==> config.mk <==
export PLATFORM = sky130hd
export DESIGN_NAME = eth_tcap_encap_var
export DESIGN_NICKNAME = d
export VERILOG_FILES = /design/src/rtl/eth_tcap_encap_var.sv
export SDC_FILE = /design/constraint.sdc
export NUM_CORES = 1
export LEC_CHECK = 0
export BUFFER_PORTS_ARGS = -buffer_cell sky130_fd_sc_hd__buf_4
export CAP_MARGIN = 20
export CORE_MARGIN = 4
export CORE_UTILIZATION = 45
export DETAILED_ROUTE_END_ITERATION = 8
export PLACE_DENSITY_LB_ADDON = 0.12
export SYNTH_ARGS = -nofsm -noshare
export SYNTH_HDL_FRONTEND = slang
export SYNTH_SLANG_ARGS = --single-unit
==> constraint.sdc <==
create_clock -name clk156 -period 5.9 [get_ports clk156]
set_input_delay 0.885 -clock clk156 [delete_from_list [all_inputs] [get_ports clk156]]
set_output_delay 0.885 -clock clk156 [all_outputs]
set_load 0.1 [all_outputs]
==> src/rtl/eth_tcap_encap_var.sv <==
// Wraps TLP payload words from a FWFT FIFO into Ethernet/IPv4/UDP/tcap frames.
// Packets that are empty or oversized are drained from the FIFO and counted.
module eth_tcap_encap_var #(
  parameter logic [47:0] eth_dst     = 48'h90_E2_BA_5D_8D_C9,
  parameter logic [47:0] eth_src     = 48'h00_11_22_33_44_55,
  parameter logic [31:0] ip_saddr    = 32'hC0_A8_0B_01,
  parameter logic [31:0] ip_daddr    = 32'hC0_A8_0B_03,
  parameter logic [15:0] udp_sport   = 16'h3776,
  parameter logic [15:0] udp_dport   = 16'h3776,
  parameter logic        tcap_dir    = 1'b0,
  parameter logic [15:0] max_payload = 16'd1466
) (
  input  logic        clk156,
  input  logic        sys_rst,
  output logic        rd_en,
  input  logic [73:0] dout,
  input  logic        empty,
  output logic        len_rd_en,
  input  logic [15:0] len_dout,
  input  logic        len_empty,
  input  logic        m_axis_tready,
  output logic        m_axis_tvalid,
  output logic [63:0] m_axis_tdata,
  output logic [7:0]  m_axis_tkeep,
  output logic        m_axis_tlast,
  output logic        m_axis_tuser,
  output logic [31:0] frames_sent,
  output logic [31:0] frames_dropped
);

  localparam int unsigned HDR_BYTES = 48;
  localparam int unsigned HDR_BITS  = HDR_BYTES * 8;

  typedef enum logic [2:0] {IDLE, PREP, HDR, DROP, DATA} state_t;

  state_t        state_q, state_d;
  logic [15:0]   len_q, len_d;
  logic [39:0]   seq_q, seq_d;
  logic [15:0]   csum_q, csum_d;
  logic [2:0]    beat_q, beat_d;
  logic [31:0]   sent_q, sent_d;
  logic [31:0]   dropped_q, dropped_d;

  logic [15:0]         tot_len, udp_len;
  logic [19:0]         sum_c;
  logic [16:0]         fold1;
  logic [15:0]         fold2;
  logic [HDR_BITS-1:0] hdr_be, hdr_le;
  logic [63:0]         fifo_data;
  logic [7:0]          fifo_keep;
  logic                fifo_last;

  // Header fields, IPv4 checksum and FIFO byte-order conversion
  always_comb begin
    tot_len = 16'd34 + len_q;
    udp_len = 16'd14 + len_q;
    sum_c = 20'(16'h4500) + 20'(tot_len) + 20'(16'h4011) +
            20'(ip_saddr[31:16]) + 20'(ip_saddr[15:0]) +
            20'(ip_daddr[31:16]) + 20'(ip_daddr[15:0]);
    fold1 = 17'(sum_c[15:0]) + 17'(sum_c[19:16]);
    fold2 = fold1[15:0] + 16'(fold1[16]);
    hdr_be = {eth_dst, eth_src, 16'h0800,
              16'h4500, tot_len, 32'h0, 16'h4011, csum_q, ip_saddr, ip_daddr,
              udp_sport, udp_dport, udp_len, 16'h0,
              3'b001, tcap_dir, 4'h0, seq_q};
    hdr_le = '0;
    for (int i = 0; i < int'(HDR_BYTES); i++) begin
      hdr_le[8*i +: 8] = hdr_be[HDR_BITS-1-8*i -: 8];
    end
    fifo_data = '0;
    fifo_keep = '0;
    for (int j = 0; j < 8; j++) begin
      fifo_data[8*j +: 8] = dout[2+8*(7-j) +: 8];
      fifo_keep[j]        = dout[66+(7-j)];
    end
    fifo_last = dout[1];
  end

  // Next state, counters and stream outputs
  always_comb begin
    state_d        = state_q;
    len_d          = len_q;
    seq_d          = seq_q;
    csum_d         = csum_q;
    beat_d         = beat_q;
    sent_d         = sent_q;
    dropped_d      = dropped_q;
    rd_en          = 1'b0;
    len_rd_en      = 1'b0;
    m_axis_tvalid  = 1'b0;
    m_axis_tdata   = '0;
    m_axis_tkeep   = '0;
    m_axis_tlast   = 1'b0;
    m_axis_tuser   = 1'b0;

    case (state_q)
      IDLE: begin
        if (!len_empty && !empty) begin
          len_rd_en = 1'b1;
          len_d     = len_dout;
          state_d   = PREP;
        end
      end
      PREP: begin
        if (len_q == 16'd0 || len_q > max_payload) begin
          state_d = DROP;
        end else begin
          seq_d   = seq_q + 40'd1;
          csum_d  = ~fold2;
          beat_d  = 3'd0;
          state_d = HDR;
        end
      end
      HDR: begin
        m_axis_tvalid = 1'b1;
        m_axis_tdata  = hdr_le[{beat_q, 6'd0} +: 64];
        m_axis_tkeep  = 8'hFF;
        if (m_axis_tready) begin
          if (beat_q == 3'd5) begin
            beat_d  = 3'd0;
            state_d = DATA;
          end else begin
            beat_d = beat_q + 3'd1;
          end
        end
      end
      DATA: begin
        m_axis_tvalid = !empty;
        m_axis_tdata  = fifo_data;
        m_axis_tkeep  = fifo_keep;
        m_axis_tlast  = fifo_last;
        m_axis_tuser  = dout[0];
        rd_en         = m_axis_tready && !empty;
        if (m_axis_tready && !empty && fifo_last) begin
          state_d = IDLE;
          if (sent_q != 32'hFFFF_FFFF) sent_d = sent_q + 32'd1;
        end
      end
      DROP: begin
        rd_en = !empty;
        if (!empty && fifo_last) begin
          state_d = IDLE;
          if (dropped_q != 32'hFFFF_FFFF) dropped_d = dropped_q + 32'd1;
        end
      end
      default: state_d = IDLE;
    endcase

    frames_sent    = sent_q;
    frames_dropped = dropped_q;
    // Outputs read as zero while reset is held, not only after it is taken
    if (sys_rst) begin
      rd_en          = 1'b0;
      len_rd_en      = 1'b0;
      m_axis_tvalid  = 1'b0;
      m_axis_tdata   = '0;
      m_axis_tkeep   = '0;
      m_axis_tlast   = 1'b0;
      m_axis_tuser   = 1'b0;
      frames_sent    = '0;
      frames_dropped = '0;
    end
  end

  always_ff @(posedge clk156) begin
    if (sys_rst) begin
      state_q   <= IDLE;
      len_q     <= '0;
      seq_q     <= '0;
      csum_q    <= '0;
      beat_q    <= '0;
      sent_q    <= '0;
      dropped_q <= '0;
    end else begin
      state_q   <= state_d;
      len_q     <= len_d;
      seq_q     <= seq_d;
      csum_q    <= csum_d;
      beat_q    <= beat_d;
      sent_q    <= sent_d;
      dropped_q <= dropped_d;
    end
  end

endmodule

==> run_results.csv <==
group,metric,value,unit
global_routing,number_of_antenna_violations_at_the_first_check_in_global_routing,0,
global_routing,gr-total-overflow,0,
timing,worstMarginPinSlew,1.05,ns
clock_tree,cts-hold-fix-buffers,0,
hold_path,timing.hold.worst_endpoint,"csum_q[2]",
synth,syn_inst,1292,
placement,dpl_cell_area,11500,µm²
critical_path,crit_required,6.23,ns
global_routing,met3_track_demand_over_resource,0.0684,
layout,area_growth,27.5,%
synth,synth-main-ff-cell,"sky130_fd_sc_hd__dfxtp_1",
layout,finalCoreUtilization,0.590,
die,dieHeight,153,µm
pwr,leakage,4.79,nW
timing,layout_setup_ws,0.465,ns
timing,grt_setup_unrepaired,"no",
synth,yosysTopAreaCell,"sky130_fd_sc_hd__dfxtp_1",
synth,netlist_area,9480,µm²
critical_path,cp_data_arrival_time,5.76,ns
clock_tree,library_cell_used_as_clock_root_buffer,"sky130_fd_sc_hd__clkbuf_16",
layout,drive_above_1_share,0.210,
synth,ys_async_sr_fraction,0,
critical_path,worstSetupPathType,"flop to flop",
layout,final_design_area_no_fill,12100,µm²
synth,synth.cells.most_frequent,"sky130_fd_sc_hd__nand2_1, sky130_fd_sc_hd__nor2_1, sky130_fd_sc_hd__dfxtp_1",
hold_path,start_point_of_the_worst_hold_path,"csum_q[2]",
drt,wl_per_cell,17.3,µm
timing,timing.final.max_slew_violations,0,
critical_path,critical_path.startpoint_type,"flop",
synth,synth_edf_count,0,
synth,synth_top_area_frac,0.300,
pwr,share_comb_of_total_power,0.263,
run,timing.max_cap.violations,0,
clock_tree,clock-sinks,142,
placement,hpwl,22800,µm
pwr,cellInternalPower,0.00186,W
drt,drc_errors,0,
global_routing,grt_pass1_vias,9165,
layout,antenna-diode-count,0,
timing,fmaxAchievable,0.184,GHz
pwr,power_switching_share,0.363,
global_routing,grt_first_pass_wirelength,48600,µm
critical_path,launch_instance_of_the_worst_register_to_register_path,"len_q[1]",
drt,postRouteAntennaNets,0,
run_status,status,"completed",
die,num_rows,52,
clock_tree,post_cts_resize_count,0,
clock_tree,cts_max_path_buffers,2,
timing,final.setup_skew,0.0139,ns
pwr,clockPowerShare,0.386,
die,floorplan.die.width,153,µm
placement,dp_worst_setup_slack,0.505,ns
global_routing,pin_count_of_the_biggest_net_entering_global_routing,92,
timing,timing.final.setup_violations,0,
hold_path,min_path_cells,2,
synth,net_count_after_synthesis,1405,
synth,ys_warn_count,0,
clock_tree,cts_buffers,17,
synth,synth_most_common_cell,"sky130_fd_sc_hd__nand2_1",
timing,finalHoldViolations,0,
timing,post-route-min-period,5.44,ns
synth,postSynthRegisterBits,142,
clock_tree,cts_tree,"done",
critical_path,type_of_destination_of_the_critical_path,"flop",
pwr,pwr_density_cell,242,nW/µm²
hold_path,min-delay-path-class,"flop to flop",
layout,fillCellCount,1961,
critical_path,timing.reg2reg.worst_path_depth,20,
global_routing,track_usage,0.252,
die,io_pins,236,
die,initial_utilization,0.463,
pwr,vdd_drop_max,0.215,mV
synth,post_synth.cell_area_avg,7.34,µm²
placement,routabilityCongestion,0.858,
pwr,sequentialPowerShare,0.351,
drt,drt_first_iter_violations,824,
clock_tree,clkLatencyLatePin,0.43,ns
global_routing,grt_util_met2,0.407,
drt,per_cell_via_count_in_the_routed_design,5.46,
synth,synth-seq-area-share,0.300,
drt,first_pass_iters,5,
clock_tree,cts.htree.levels,4,
clock_tree,worst_setup_hold_path_clk_slew,0.07,ns
timing,finalSetupTns,0,ns
synth,post_synth_main_area_contributors,"sky130_fd_sc_hd__dfxtp_1, sky130_fd_sc_hd__nand2_1, sky130_fd_sc_hd__nor2_1",
critical_path,critPathMaxFanout,11,
drt,wl,30700,µm
layout,final_net_count,1607,
synth,synth_cell_types,67,
global_routing,grt.met1_usage,0.329,
global_routing,grt_busiest_layer,"met2",
critical_path,timing.reg2reg.setup_slack,0.46,ns
die,core_area,20500,µm²
timing,timing.final.crit_share,0.921,
placement,port_buffers,235,
timing,maxSlewHeadroom,0.301,
drt,detailroute.via_count,9700,
critical_path,r2r_end,"csum_q[9]",
clock_tree,post-cts-setup-buffer-count,0,
die,die_area,23500,µm²
pwr,net-switching-power,0.00106,W
per-layer routing:
metal | vias to the layer above | wire length, µm
li1 | 4897 | -
met1 | 4472 | 13500
met2 | 291 | 14200
met3 | 40 | 2180
met4 | 0 | 782
met5 | - | 0
state kept, by name, indices dropped and copies added (netlist names):
name       flops
seq_q         40
csum_q        16
len_q         16
beat_q         3
dropped_q     32
state_q        3
sent_q        32
placed cells by master, fill, tap and decap left out, drive strengths merged, types with 5 or more instances in the layout:
cell    Yosys  layout
a211oi      9       9
a21o       13      13
a21oi      80      80
a22o       24      24
a22oi       5       5
a31oi      12      12
and2       15      15
and3       27      27
and4       10      10
buf        11     258
clkbuf     65      19
dfxtp     142     142
ha         18      18
inv        25      32
mux2i       7       7
nand2     165     165
nand2b      8       8
nand3      53      53
nand4      25      25
nor2      162     162
nor2b      64      64
nor3       31      31
nor4       12      12
o21a       10      10
o21ai      81      81
or2         6       6
or3        33      33
xnor2      66      66
xor2       58      58
power by group through the flow:
stage | registers [W] | logic (W) | clock network (W)
2_1_floorplan | 0.00102 | 0.000573 | 0
3_3_place_gp | 0.00105 | 0.000763 | 0
3_5_place_dp | 0.00105 | 0.000764 | 0
4_1_cts | 0.00103 | 0.000767 | 0.00115
5_1_grt | 0.00103 | 0.000819 | 0.00120
6_report | 0.00103 | 0.000770 | 0.00113
area by class of cell:
type / count / area [µm²] / share of cell area
clock inverters: 14 / 175 / 0.0145
multi-input cells: 1049 / 6250 / 0.517
inverters: 25 / 93.8 / 0.00776
well taps: 270 / 338 / 0.0279
clock buffers: 18 / 439 / 0.0363
repair buffers: 259 / 1950 / 0.161
flip-flops and latches: 142 / 2840 / 0.235
cells by family after synthesis:
| kind of cell | Yosys count | share of synthesized area |
|---|---|---|
| AND/OR/NAND/NOR | 624 | 0.323 |
| AO/OA/AOI/OAI | 276 | 0.187 |
| flip-flops | 142 | 0.300 |
| XOR/XNOR | 124 | 0.117 |
| buffers and inverters | 101 | 0.0420 |
| adder cells (fa/ha/maj) | 18 | 0.0238 |
| multiplexers | 7 | 0.00739 |
metrics by stage:
step | hold slack (ns) | instances | power, W
2_1_floorplan | 0.429 | 1292 | 0.00159
3_3_place_gp | 0.438 | 1744 | 0.00181
3_5_place_dp | 0.443 | 1744 | 0.00181
4_1_cts | 0.454 | 1776 | 0.00294
5_1_grt | 0.471 | 1777 | 0.00304
6_report | 0.453 | 1777 | 0.00292
worst max-delay path, cell delays in order (launching register included):
cell	delay, ns
sky130_fd_sc_hd__dfxtp_1	0.57
sky130_fd_sc_hd__ha_1	0.37
sky130_fd_sc_hd__xor2_2	0.27
sky130_fd_sc_hd__o21ai_0	0.24
sky130_fd_sc_hd__o211ai_1	0.31
sky130_fd_sc_hd__and4_1	0.26
sky130_fd_sc_hd__nor2_1	0.06
sky130_fd_sc_hd__nor4_1	0.35
sky130_fd_sc_hd__ha_1	0.21
sky130_fd_sc_hd__inv_1	0.05
sky130_fd_sc_hd__ha_1	0.18
sky130_fd_sc_hd__nor2_1	0.14
sky130_fd_sc_hd__nand2_1	0.11
sky130_fd_sc_hd__a21oi_1	0.23
sky130_fd_sc_hd__nor4b_1	0.32
sky130_fd_sc_hd__ha_1	0.23
sky130_fd_sc_hd__and3_1	0.16
sky130_fd_sc_hd__or3b_1	0.36
sky130_fd_sc_hd__or3_1	0.41
sky130_fd_sc_hd__o311a_1	0.15
sky130_fd_sc_hd__a2111oi_2	0.35
worst max-delay path by stage:
stage	start	endpoint	slack, ns	depth (start not counted)
finish	len_q[1]	csum_q[9]	0.46	20
global route	len_q[1]	csum_q[12]	0.005	23
CTS	len_q[1]	csum_q[9]	0.47	20
detailed placement	len_q[1]	csum_q[9]	0.51	20
global placement	len_q[1]	csum_q[9]	0.71	20
floorplan	len_q[1]	csum_q[9]	0.86	21
Power figures use the tool's default switching activity.
